**src/rtl/dma_write_sequencer_if.sv**
```systemverilog
// Request stream and write-master handshake bundle for dma_write_sequencer.
// slave = the sequencer's view; master = request source plus write-master side.
interface dma_write_sequencer_if #(
   parameter int ADDR_WIDTH = 32,
   parameter int DATA_WIDTH = 32
);
   logic                  in_valid;
   logic                  in_ready;
   logic [ADDR_WIDTH-1:0] in_address;
   logic [DATA_WIDTH-1:0] in_data;
   logic [ADDR_WIDTH-1:0] dma_address;
   logic [DATA_WIDTH-1:0] dma_data;
   logic                  dma_init;
   logic                  dma_done;

   modport slave (
      input  in_valid, in_address, in_data, dma_done,
      output in_ready, dma_address, dma_data, dma_init
   );

   modport master (
      output in_valid, in_address, in_data, dma_done,
      input  in_ready, dma_address, dma_data, dma_init
   );
endinterface

```
**src/rtl/dma_write_sequencer.sv**
```systemverilog
// Request FIFO plus one-at-a-time issue sequencer for a single-beat write master.
// Optional watchdog (sticky timeout_error, terminal HALT) enabled by DMA_SEQ_TIMEOUT_EN.
module dma_write_sequencer #(
   parameter int ADDR_WIDTH     = 32,
   parameter int DATA_WIDTH     = 32,
   parameter int FIFO_DEPTH     = 16,
   parameter int TIMEOUT_CYCLES = 1024
) (
   input  logic                        clock,
   input  logic                        reset,
   dma_write_sequencer_if.slave        bus,
   output logic                        busy,
   output logic [$clog2(FIFO_DEPTH):0] fifo_level,
   output logic [31:0]                 completed_count,
   output logic                        timeout_error
);
   localparam int PTR_W = $clog2(FIFO_DEPTH);

   typedef enum logic [2:0] {
      IDLE,
      ISSUE,
      WAIT_DONE,
      COOLDOWN,
      HALT
   } state_t;

   state_t                state_q, state_d;
   logic [ADDR_WIDTH-1:0] addr_mem [FIFO_DEPTH];
   logic [DATA_WIDTH-1:0] data_mem [FIFO_DEPTH];
   logic [PTR_W:0]        wr_ptr_q, rd_ptr_q;
   logic [ADDR_WIDTH-1:0] dma_address_q;
   logic [DATA_WIDTH-1:0] dma_data_q;
   logic [31:0]           completed_q;
   logic                  full_w, empty_w, push_w, pop_w, load_w, done_w, expire_w;

   // Extra wrap bit on each pointer distinguishes full from empty.
   assign full_w  = (wr_ptr_q[PTR_W] != rd_ptr_q[PTR_W]) &&
                    (wr_ptr_q[PTR_W-1:0] == rd_ptr_q[PTR_W-1:0]);
   assign empty_w = (wr_ptr_q == rd_ptr_q);

   assign bus.in_ready = !full_w && !reset;
   assign push_w       = bus.in_valid && bus.in_ready;
   assign pop_w        = (state_q == ISSUE);
   // Operands are loaded on the edge entering ISSUE so they are valid alongside dma_init.
   assign load_w       = (state_d == ISSUE);

   always_ff @(posedge clock) begin
      if (push_w) begin
         addr_mem[wr_ptr_q[PTR_W-1:0]] <= bus.in_address;
         data_mem[wr_ptr_q[PTR_W-1:0]] <= bus.in_data;
      end
   end

   always_ff @(posedge clock) begin
      if (reset) begin
         wr_ptr_q    <= '0;
         rd_ptr_q    <= '0;
         state_q     <= IDLE;
         completed_q <= '0;
      end else begin
         state_q <= state_d;
         if (push_w) begin
            wr_ptr_q <= wr_ptr_q + (PTR_W + 1)'(1);
         end
         if (pop_w) begin
            rd_ptr_q <= rd_ptr_q + (PTR_W + 1)'(1);
         end
         if (done_w) begin
            completed_q <= completed_q + 32'd1;
         end
      end
   end

   always_ff @(posedge clock) begin
      if (reset) begin
         dma_address_q <= '0;
         dma_data_q    <= '0;
      end else if (load_w) begin
         dma_address_q <= addr_mem[rd_ptr_q[PTR_W-1:0]];
         dma_data_q    <= data_mem[rd_ptr_q[PTR_W-1:0]];
      end
   end

`ifdef DMA_SEQ_TIMEOUT_EN
   logic [31:0] wd_q;
   logic        timeout_q;

   assign expire_w = (state_q == WAIT_DONE) && !bus.dma_done &&
                     (wd_q == 32'(TIMEOUT_CYCLES - 1));

   always_ff @(posedge clock) begin
      if (reset) begin
         wd_q      <= '0;
         timeout_q <= 1'b0;
      end else begin
         if (state_q == ISSUE) begin
            wd_q <= '0;
         end else if (state_q == WAIT_DONE) begin
            wd_q <= wd_q + 32'd1;
         end
         if (expire_w) begin
            timeout_q <= 1'b1;
         end
      end
   end

   assign timeout_error = timeout_q;
`else
   logic [31:0] unused_timeout;

   assign unused_timeout = 32'(TIMEOUT_CYCLES);
   assign expire_w       = 1'b0;
   assign timeout_error  = 1'b0;
`endif

   // A done level still high from before reset blocks issue until it drops.
   always_comb begin
      state_d = state_q;
      done_w  = 1'b0;
      case (state_q)
         IDLE: begin
            if (!empty_w && !bus.dma_done) begin
               state_d = ISSUE;
            end
         end
         ISSUE: begin
            state_d = WAIT_DONE;
         end
         WAIT_DONE: begin
            if (bus.dma_done) begin
               done_w  = 1'b1;
               state_d = COOLDOWN;
            end else if (expire_w) begin
               state_d = HALT;
            end
         end
         COOLDOWN: begin
            if (!bus.dma_done) begin
               state_d = empty_w ? IDLE : ISSUE;
            end
         end
         HALT: begin
            state_d = HALT;
         end
         default: begin
            state_d = IDLE;
         end
      endcase
   end

   assign bus.dma_address = dma_address_q;
   assign bus.dma_data    = dma_data_q;
   assign bus.dma_init    = (state_q == ISSUE);

   assign busy            = (state_q != IDLE) || !empty_w;
   assign fifo_level      = wr_ptr_q - rd_ptr_q;
   assign completed_count = completed_q;
endmodule

```
**src/flat_wrapper.sv**
```systemverilog
// flat-port wrapper written by rule: the top's interface ports become plain ports
module dma_write_sequencer_flat 
#(
   parameter int ADDR_WIDTH     = 32,
   parameter int DATA_WIDTH     = 32,
   parameter int FIFO_DEPTH     = 16,
   parameter int TIMEOUT_CYCLES = 1024
)
  (clock, reset, busy, fifo_level, completed_count, timeout_error, bus_in_valid, bus_in_address, bus_in_data, bus_dma_done, bus_in_ready, bus_dma_address, bus_dma_data, bus_dma_init);
  dma_write_sequencer_if #(.ADDR_WIDTH(ADDR_WIDTH), .DATA_WIDTH(DATA_WIDTH)) bus_i ();
  input  logic clock;
  input  logic reset;
  output logic busy;
  output logic [$clog2(FIFO_DEPTH):0] fifo_level;
  output logic [31:0] completed_count;
  output logic timeout_error;
  input wire logic [$bits(bus_i.in_valid)-1:0] bus_in_valid;
  input wire logic [$bits(bus_i.in_address)-1:0] bus_in_address;
  input wire logic [$bits(bus_i.in_data)-1:0] bus_in_data;
  input wire logic [$bits(bus_i.dma_done)-1:0] bus_dma_done;
  output wire logic [$bits(bus_i.in_ready)-1:0] bus_in_ready;
  output wire logic [$bits(bus_i.dma_address)-1:0] bus_dma_address;
  output wire logic [$bits(bus_i.dma_data)-1:0] bus_dma_data;
  output wire logic [$bits(bus_i.dma_init)-1:0] bus_dma_init;
  assign bus_i.in_valid = bus_in_valid;
  assign bus_i.in_address = bus_in_address;
  assign bus_i.in_data = bus_in_data;
  assign bus_i.dma_done = bus_dma_done;
  assign bus_in_ready = bus_i.in_ready;
  assign bus_dma_address = bus_i.dma_address;
  assign bus_dma_data = bus_i.dma_data;
  assign bus_dma_init = bus_i.dma_init;
  dma_write_sequencer #(.ADDR_WIDTH(ADDR_WIDTH), .DATA_WIDTH(DATA_WIDTH), .FIFO_DEPTH(FIFO_DEPTH), .TIMEOUT_CYCLES(TIMEOUT_CYCLES)) u_core (.clock(clock), .reset(reset), .bus(bus_i), .busy(busy), .fifo_level(fifo_level), .completed_count(completed_count), .timeout_error(timeout_error));
endmodule
```
**config.mk**
```make
export PLATFORM = sky130hd
export DESIGN_NAME = dma_write_sequencer_flat
export DESIGN_NICKNAME = d
export VERILOG_FILES = /design/src/rtl/dma_write_sequencer_if.sv /design/src/rtl/dma_write_sequencer.sv /design/src/flat_wrapper.sv
export SDC_FILE = /design/constraint.sdc
export NUM_CORES = 1
export LEC_CHECK = 0
export BUFFER_PORTS_ARGS = -buffer_cell sky130_fd_sc_hd__buf_4
export CORE_ASPECT_RATIO = 0.6
export CORE_MARGIN = 1.5
export CORE_UTILIZATION = 47
export DETAILED_ROUTE_END_ITERATION = 8
export GPL_ROUTABILITY_DRIVEN = 0
export REMOVE_ABC_BUFFERS = 1
export SLEW_MARGIN = 15
export SYNTH_ARGS = -nofsm -noshare
export SYNTH_HDL_FRONTEND = slang
export SYNTH_SLANG_ARGS = --single-unit
```
**constraint.sdc**
```tcl
create_clock -name clock -period 10.9 [get_ports clock]
set_input_delay 0.545 -clock clock [delete_from_list [all_inputs] [get_ports clock]]
set_output_delay 0.545 -clock clock [all_outputs]
set_load 0.02 [all_outputs]
```
==> results of run 1 <==
[cells by family (layout without fill, tap and decap cells)]
family	Yosys count	after routing	synth area share, %
DFF	1133	1133	76.7
AOI/OAI and AO/OA	120	120	2.16
other	1	1	0.00873
muxes	388	388	16.5
xor gates and xnor gates	21	21	0.446
and+or+nand+nor	196	196	2.40
buffers and inverters	130	406	1.45
adders and majority gates	11	11	0.338
[worst max-delay path: stages, from the launching register on]
cell and delay [ns]:
dfxtp_4 0.95, inv_4 0.51, ha_1 0.48, and4_1 0.28
a211oi_1 0.77, nand2_1 0.45, nor2_4 0.77, buf_4 0.83
[state kept, by name (all words and copies together), names as in the netlist]
name / count
u_core.data_mem: 512
u_core.bus.dma_address: 32
u_core.wr_ptr_q: 5
u_core.completed_count: 32
u_core.bus.dma_data: 32
u_core.addr_mem: 512
u_core.rd_ptr_q: 5
u_core.state_q: 3
[report_power, final]
part | switching, mW | internal (mW)
registers | 0.0468 | 4.79
logic | 0.298 | 0.208
clock network | 1.55 | 1.97
total | 1.90 | 6.97
[layer usage]
metal  vias up  share of wire [%]  GRT usage (%)  wire length, um
met5         -              0.023              0               22
met4         4                1.7           4.66             1680
met3       117                5.6           3.93             5410
met2       613                 46           31.3            44100
met1     11000                 47           32.4            44700
li1       8822                  -              -                -
[cell usage after synthesis (all sizes together) (3+ instances only)]
| master | instances | area, um^2 |
|---|---|---|
| a21oi | 21 | 105 |
| and3 | 7 | 43.8 |
| and4 | 5 | 43.8 |
| buf | 65 | 379 |
| clkbuf | 52 | 195 |
| dfxtp | 109 | 2180 |
| edfxtp | 1024 | 30700 |
| ha | 10 | 125 |
| inv | 12 | 45.0 |
| mux2i | 130 | 1300 |
| mux4 | 256 | 5770 |
| nand2 | 16 | 60.1 |
| nand3 | 75 | 375 |
| nand4 | 18 | 113 |
| nor2 | 36 | 135 |
| nor3 | 4 | 20.0 |
| nor4 | 3 | 18.8 |
| o21ai | 8 | 40.0 |
| o221ai | 64 | 561 |
| o311ai | 4 | 35.0 |
| o31ai | 11 | 82.6 |
| o41ai | 4 | 35.0 |
| or2 | 4 | 25.0 |
| or3 | 9 | 56.3 |
| or4 | 11 | 82.6 |
| xnor2 | 11 | 96.3 |
| xor2 | 10 | 95.1 |
[cell usage in the layout (no fill, tap or decap), types with 4 or more instances in the layout]
master,synthesis,final
a21oi_1,21,21
and3_1,7,7
and4_1,5,5
buf_4,3,202
bufinv_16,0,4
clkbuf_1,52,31
clkbuf_16,0,104
clkbuf_8,0,17
clkinv_1,1,9
clkinv_2,0,10
clkinvlp_4,0,7
dfxtp_1,109,106
edfxtp_1,1024,1024
ha_1,10,10
inv_1,11,11
inv_6,0,4
mux2i_1,130,130
mux4_2,256,256
nand2_1,16,16
nand3_1,75,75
nand4_1,18,18
nor2_1,36,25
nor2_4,0,11
nor3_2,0,4
o21ai_0,8,8
o221ai_1,64,64
o311ai_0,4,4
o31ai_1,11,11
o41ai_1,4,4
or2_2,4,4
or3_1,9,7
or4_1,11,11
xnor2_1,11,11
xor2_1,9,9
[path summary, 6_finish.rpt]
path | start | end | slack, ns | cells after the start
worst max register to register | u_core.rd_ptr_q[1]$_SDFFE_PP0P_ | u_core.addr_mem[6][14]$_DFFE_PP_ | 5.36 | 7
worst max-delay path | u_core.rd_ptr_q[1]$_SDFFE_PP0P_ | u_core.addr_mem[6][14]$_DFFE_PP_ | 5.36 | 7
worst min register to register | u_core.bus.dma_data[6]$_SDFFE_PP0N_ | u_core.bus.dma_data[6]$_SDFFE_PP0N_ | 0.49 | 2
worst min-delay path | bus_in_address[2] | u_core.addr_mem[5][2]$_DFFE_PP_ | 0.16 | 1
[cell type report]
type | count | area (um^2)
Fill cell | 6847 | 41200
Sequential cell | 1133 | 32900
Multi-Input combinational cell | 737 | 9520
Clock buffer | 152 | 2950
Timing Repair Buffer | 204 | 1550
Tap cell | 1218 | 1520
Clock inverter | 37 | 332
Inverter | 13 | 52.6
[through the flow]
stage | hold WS [ns] | instances | instance area, um^2
CTS | 0.106 | 3494 | 48900
global route | 0.128 | 3494 | 48900
finish | 0.162 | 3494 | 48900
floorplan | 0.476 | 1883 | 42400
global placement | 0.475 | 3305 | 45600
detailed placement | 0.472 | 3305 | 45600
==> impl_metrics.tcl, run 1 <==
set metrics [dict create \
    rows 85 \
    cp.required_ns 11.19 \
    postCtsSetupBuffers 0 \
    wl_per_cell_um 27.5 \
    leakage_nw 15.5 \
    yosysWarnings 0 \
    grt_pass1_wl_um 143000 \
    max-slew-margin-rel_pct 16.8 \
    worstHoldPathType "in -> reg" \
    pwr_density_cell_nw_per_um2 181 \
    antennaDiodeCount 0 \
    worstPathArrival_ns 5.84 \
    gr-usage-all-layers_pct 21.0 \
    core-area_um2 90100 \
    syn_area_um2 42900 \
    fin_tns_setup_ns 0 \
    clk_pin_slew_ns 0.07 \
    htreeDepth 3 \
    synth-edff-count 1024 \
    drc 0 \
    drive_gt1_share_pct 28.1 \
    num_io_pins 173 \
    syn-instance-count 2000 \
    ys.flop_type "edfxtp_1" \
    clk_latency_ns 0.69 \
    slew_viol_final 0 \
    die_h_um 237 \
    hold_buffers 0 \
    cts_resized 0 \
    postSynthAreaPerCell_um2 21.5 \
    post-route-period-util_pct 50.8 \
    clockBufferDepth 3 \
    viasPerCell 5.89 \
    async_reset_ff_share_pct 0 \
    fin_crit_ns 5.54 \
    die_area_um2 93300 \
    first_pass_iters 5 \
    dr_total_vias 20600 \
    final_nets 2269 \
    worstMarginPinSlew_ns 1.25 \
    synth_seq_cells 1133 \
    final_util_pct 54.3 \
    drt_iter0_drc 1718 \
    skew_ns 0.0229 \
    hold_viol_final 0 \
    setup_ws_ns 5.36 \
    end_kind "flop" \
    ir_drop_v 0.000129 \
    final_antenna_net_count 0 \
    pre_cts_slack_ns 5.29 \
    antenna_found_initial 2 \
    crit_type "reg -> reg" \
    die_w_um 393 \
    syn_to_final_growth_pct 13.8 \
    wl_um 95900 \
    ys_types 48 \
    cts_root_buffer "clkbuf_16" \
    grt_setup_unrepaired "no" \
    io_buffers 171 \
    max-cap-violations 0 \
    first_global_vias 21300 \
    grt_start_max_net_pins 74 \
    tritoncts "built" \
    startpoint_type "flop" \
    cp_max_fo 45 \
    setup_viol 0 \
    clock_sinks 1133 \
    grt_overflow 0 \
    yosysSeqAreaShare_pct 76.7 \
    dp.final_hpwl_um 50700 \
    fmax_mhz 180 \
    finalPower_mw 8.87 \
    initial_core_util_pct 47.7 \
    cts_made_buffers 101 \
    status "finished, final reports clean" \
]
(Power assumes the default switching activity.)
==> run 2: changes to the inputs <==
==> constraint.sdc (replaced) <==
create_clock -name clock -period 5.2 [get_ports clock]
set_input_delay 0.26 -clock clock [delete_from_list [all_inputs] [get_ports clock]]
set_output_delay 0.26 -clock clock [all_outputs]
set_load 0.02 [all_outputs]
==> impl_metrics.tcl, run 2 (same netlist as run 1, synthesis figures left out) <==
set metrics [dict create \
    rows 85 \
    min_delay_path_depth 2 \
    syn_to_final_growth_pct 16.2 \
    clk_latency_ns 0.68 \
    p_switching_mw 3.95 \
    grt_setup_unrepaired "no" \
    cp.required_ns 5.55 \
    core-area_um2 90100 \
    clockBufferDepth 3 \
    pre_cts_slack_ns 1.16 \
    finalPower_mw 18.8 \
    worstMarginPinSlew_ns 1.10 \
    fin_area_um2 49900 \
    first_pass_iters 7 \
    die_area_um2 93300 \
    worstSetupEndpoint "u_core.data_mem[4][16]$_DFFE_PP_" \
    cts_made_buffers 100 \
    fin_crit_ns 4.03 \
    grt_overflow 0 \
    dp.final_hpwl_um 52300 \
    leakage_nw 16.0 \
    viasPerCell 5.96 \
    clk_pin_slew_ns 0.07 \
    timing.rr.end "u_core.data_mem[4][16]$_DFFE_PP_" \
    ir_drop_v 0.000241 \
    clock_sinks 1133 \
    pwr_density_cell_nw_per_um2 376 \
    wl_um 100000 \
    io_buffers 171 \
    final_nets 2347 \
    pwr-share-clk_pct 40.1 \
    fmax_mhz 248 \
    fin_tns_setup_ns 0 \
    antennaDiodeCount 0 \
    r2r_slack_ns 1.17 \
    power_frac_comb_pct 6.1 \
    tritoncts "built" \
    slew_viol_final 0 \
    internal_power_mw 14.8 \
    final_antenna_net_count 0 \
    grt_start_max_net_pins 147 \
    placed_cell_area_um2 45900 \
    r2r_start "u_core.wr_ptr_q[2]$_SDFFE_PP0P_" \
    max-cap-violations 0 \
    drive_gt1_share_pct 27.6 \
    status "finished, final reports clean" \
    worstPathArrival_ns 4.38 \
    antenna_found_initial 3 \
    crit_start "u_core.wr_ptr_q[2]$_SDFFE_PP0P_" \
    grt_pass1_wl_um 148000 \
    worstHoldPathType "in -> reg" \
    cp_max_fo 18 \
    end_kind "flop" \
    reg2reg_depth 6 \
    dp.cells 3319 \
    first_global_vias 21700 \
    htreeDepth 3 \
    crit_type "reg -> reg" \
    die_h_um 237 \
    die_w_um 393 \
    wl_per_cell_um 28.1 \
    stdcell_count 3570 \
    drc 0 \
    final_util_pct 55.4 \
    drt_iter0_drc 1650 \
    hold_viol_final 0 \
    power_frac_seq_pct 53.8 \
    fin_hold_ws_ns 0.0624 \
    setup_viol 0 \
    final_cell_mix "edfxtp_1, mux4_2, buf_4" \
    dr_total_vias 21300 \
    switching_share_pct 21.1 \
    startpoint_type "flop" \
    gr-usage-all-layers_pct 21.8 \
    initial_core_util_pct 47.7 \
    setup_ws_ns 1.17 \
    num_io_pins 173 \
    post-route-period-util_pct 77.5 \
    cts_root_buffer "clkbuf_16" \
    layout_commonest_cell "edfxtp_1" \
    skew_ns 0.0159 \
    max-slew-margin-rel_pct 26.4 \
]
-- run 2: changes by cell type in the layout (fill, tap and decap cells not counted), sizes merged --
cell | previous run | this run
buf | 204 | 218
bufinv | 4 | 11
clkbuf | 152 | 138
clkinv | 22 | 35
clkinvlp | 7 | 2
dlygate4sd3 | 0 | 65
inv | 17 | 13
-- run 2: layout make-up --
class / count / area (um^2)
clock buffer: 138 / 2800
inverter: 13 / 52.6
multi-input combinational: 737 / 9510
fill: 6798 / 40200
sequential: 1133 / 32900
tap: 1218 / 1520
timing repair buffer: 283 / 2550
clock inverter: 48 / 519
-- run 2: how the worst min path moves through the flow --
stage                                                 start                                 endpoint
floorplan                                             reset  u_core.completed_count[10]$_SDFFE_PP0P_
detailed placement  u_core.bus.dma_address[25]$_SDFFE_PP0N_  u_core.bus.dma_address[25]$_SDFFE_PP0N_
finish                                                reset   u_core.completed_count[4]$_SDFFE_PP0P_
CTS                                                   reset   u_core.completed_count[5]$_SDFFE_PP0P_
global route                                          reset   u_core.completed_count[2]$_SDFFE_PP0P_
global placement    u_core.completed_count[10]$_SDFFE_PP0P_  u_core.completed_count[10]$_SDFFE_PP0P_
-- run 2: power by group through the flow --
stage / combinational [mW] / clock [mW] / sequential [mW]
finish: 1.14 / 7.52 / 10.1
global route: 1.23 / 8.03 / 10.1
CTS: 1.16 / 7.67 / 10.1
detailed placement: 1.12 / 0 / 10.3
global placement: 1.10 / 0 / 10.3
floorplan: 0.589 / 0 / 10.4
-- run 2: critical path, stage by stage (launching register included) --
cell	delay, ns
dfxtp_1	0.58
ha_1	0.37
and4_1	0.28
a211oi_1	0.76
nand2_1	0.42
nor2_4	0.84
buf_4	0.43
-- run 2: repair_timing --
item | 4_1_cts | 5_1_grt
setup buffers | 0 | 0
hold buffers | 65 | 0
endpoints found under the hold margin | 1026 | 0
gates resized for setup | 0 | 0
-- run 2: per-layer routing --
layer / track usage [%] / up-vias / part of all wire, %
met1: 33.4 / 11500 / 46
met5: 0 / - / 0.039
met4: 5.19 / 6 / 1.9
met3: 3.52 / 149 / 5.8
li1: - / 8963 / -
met2: 33.1 / 690 / 47
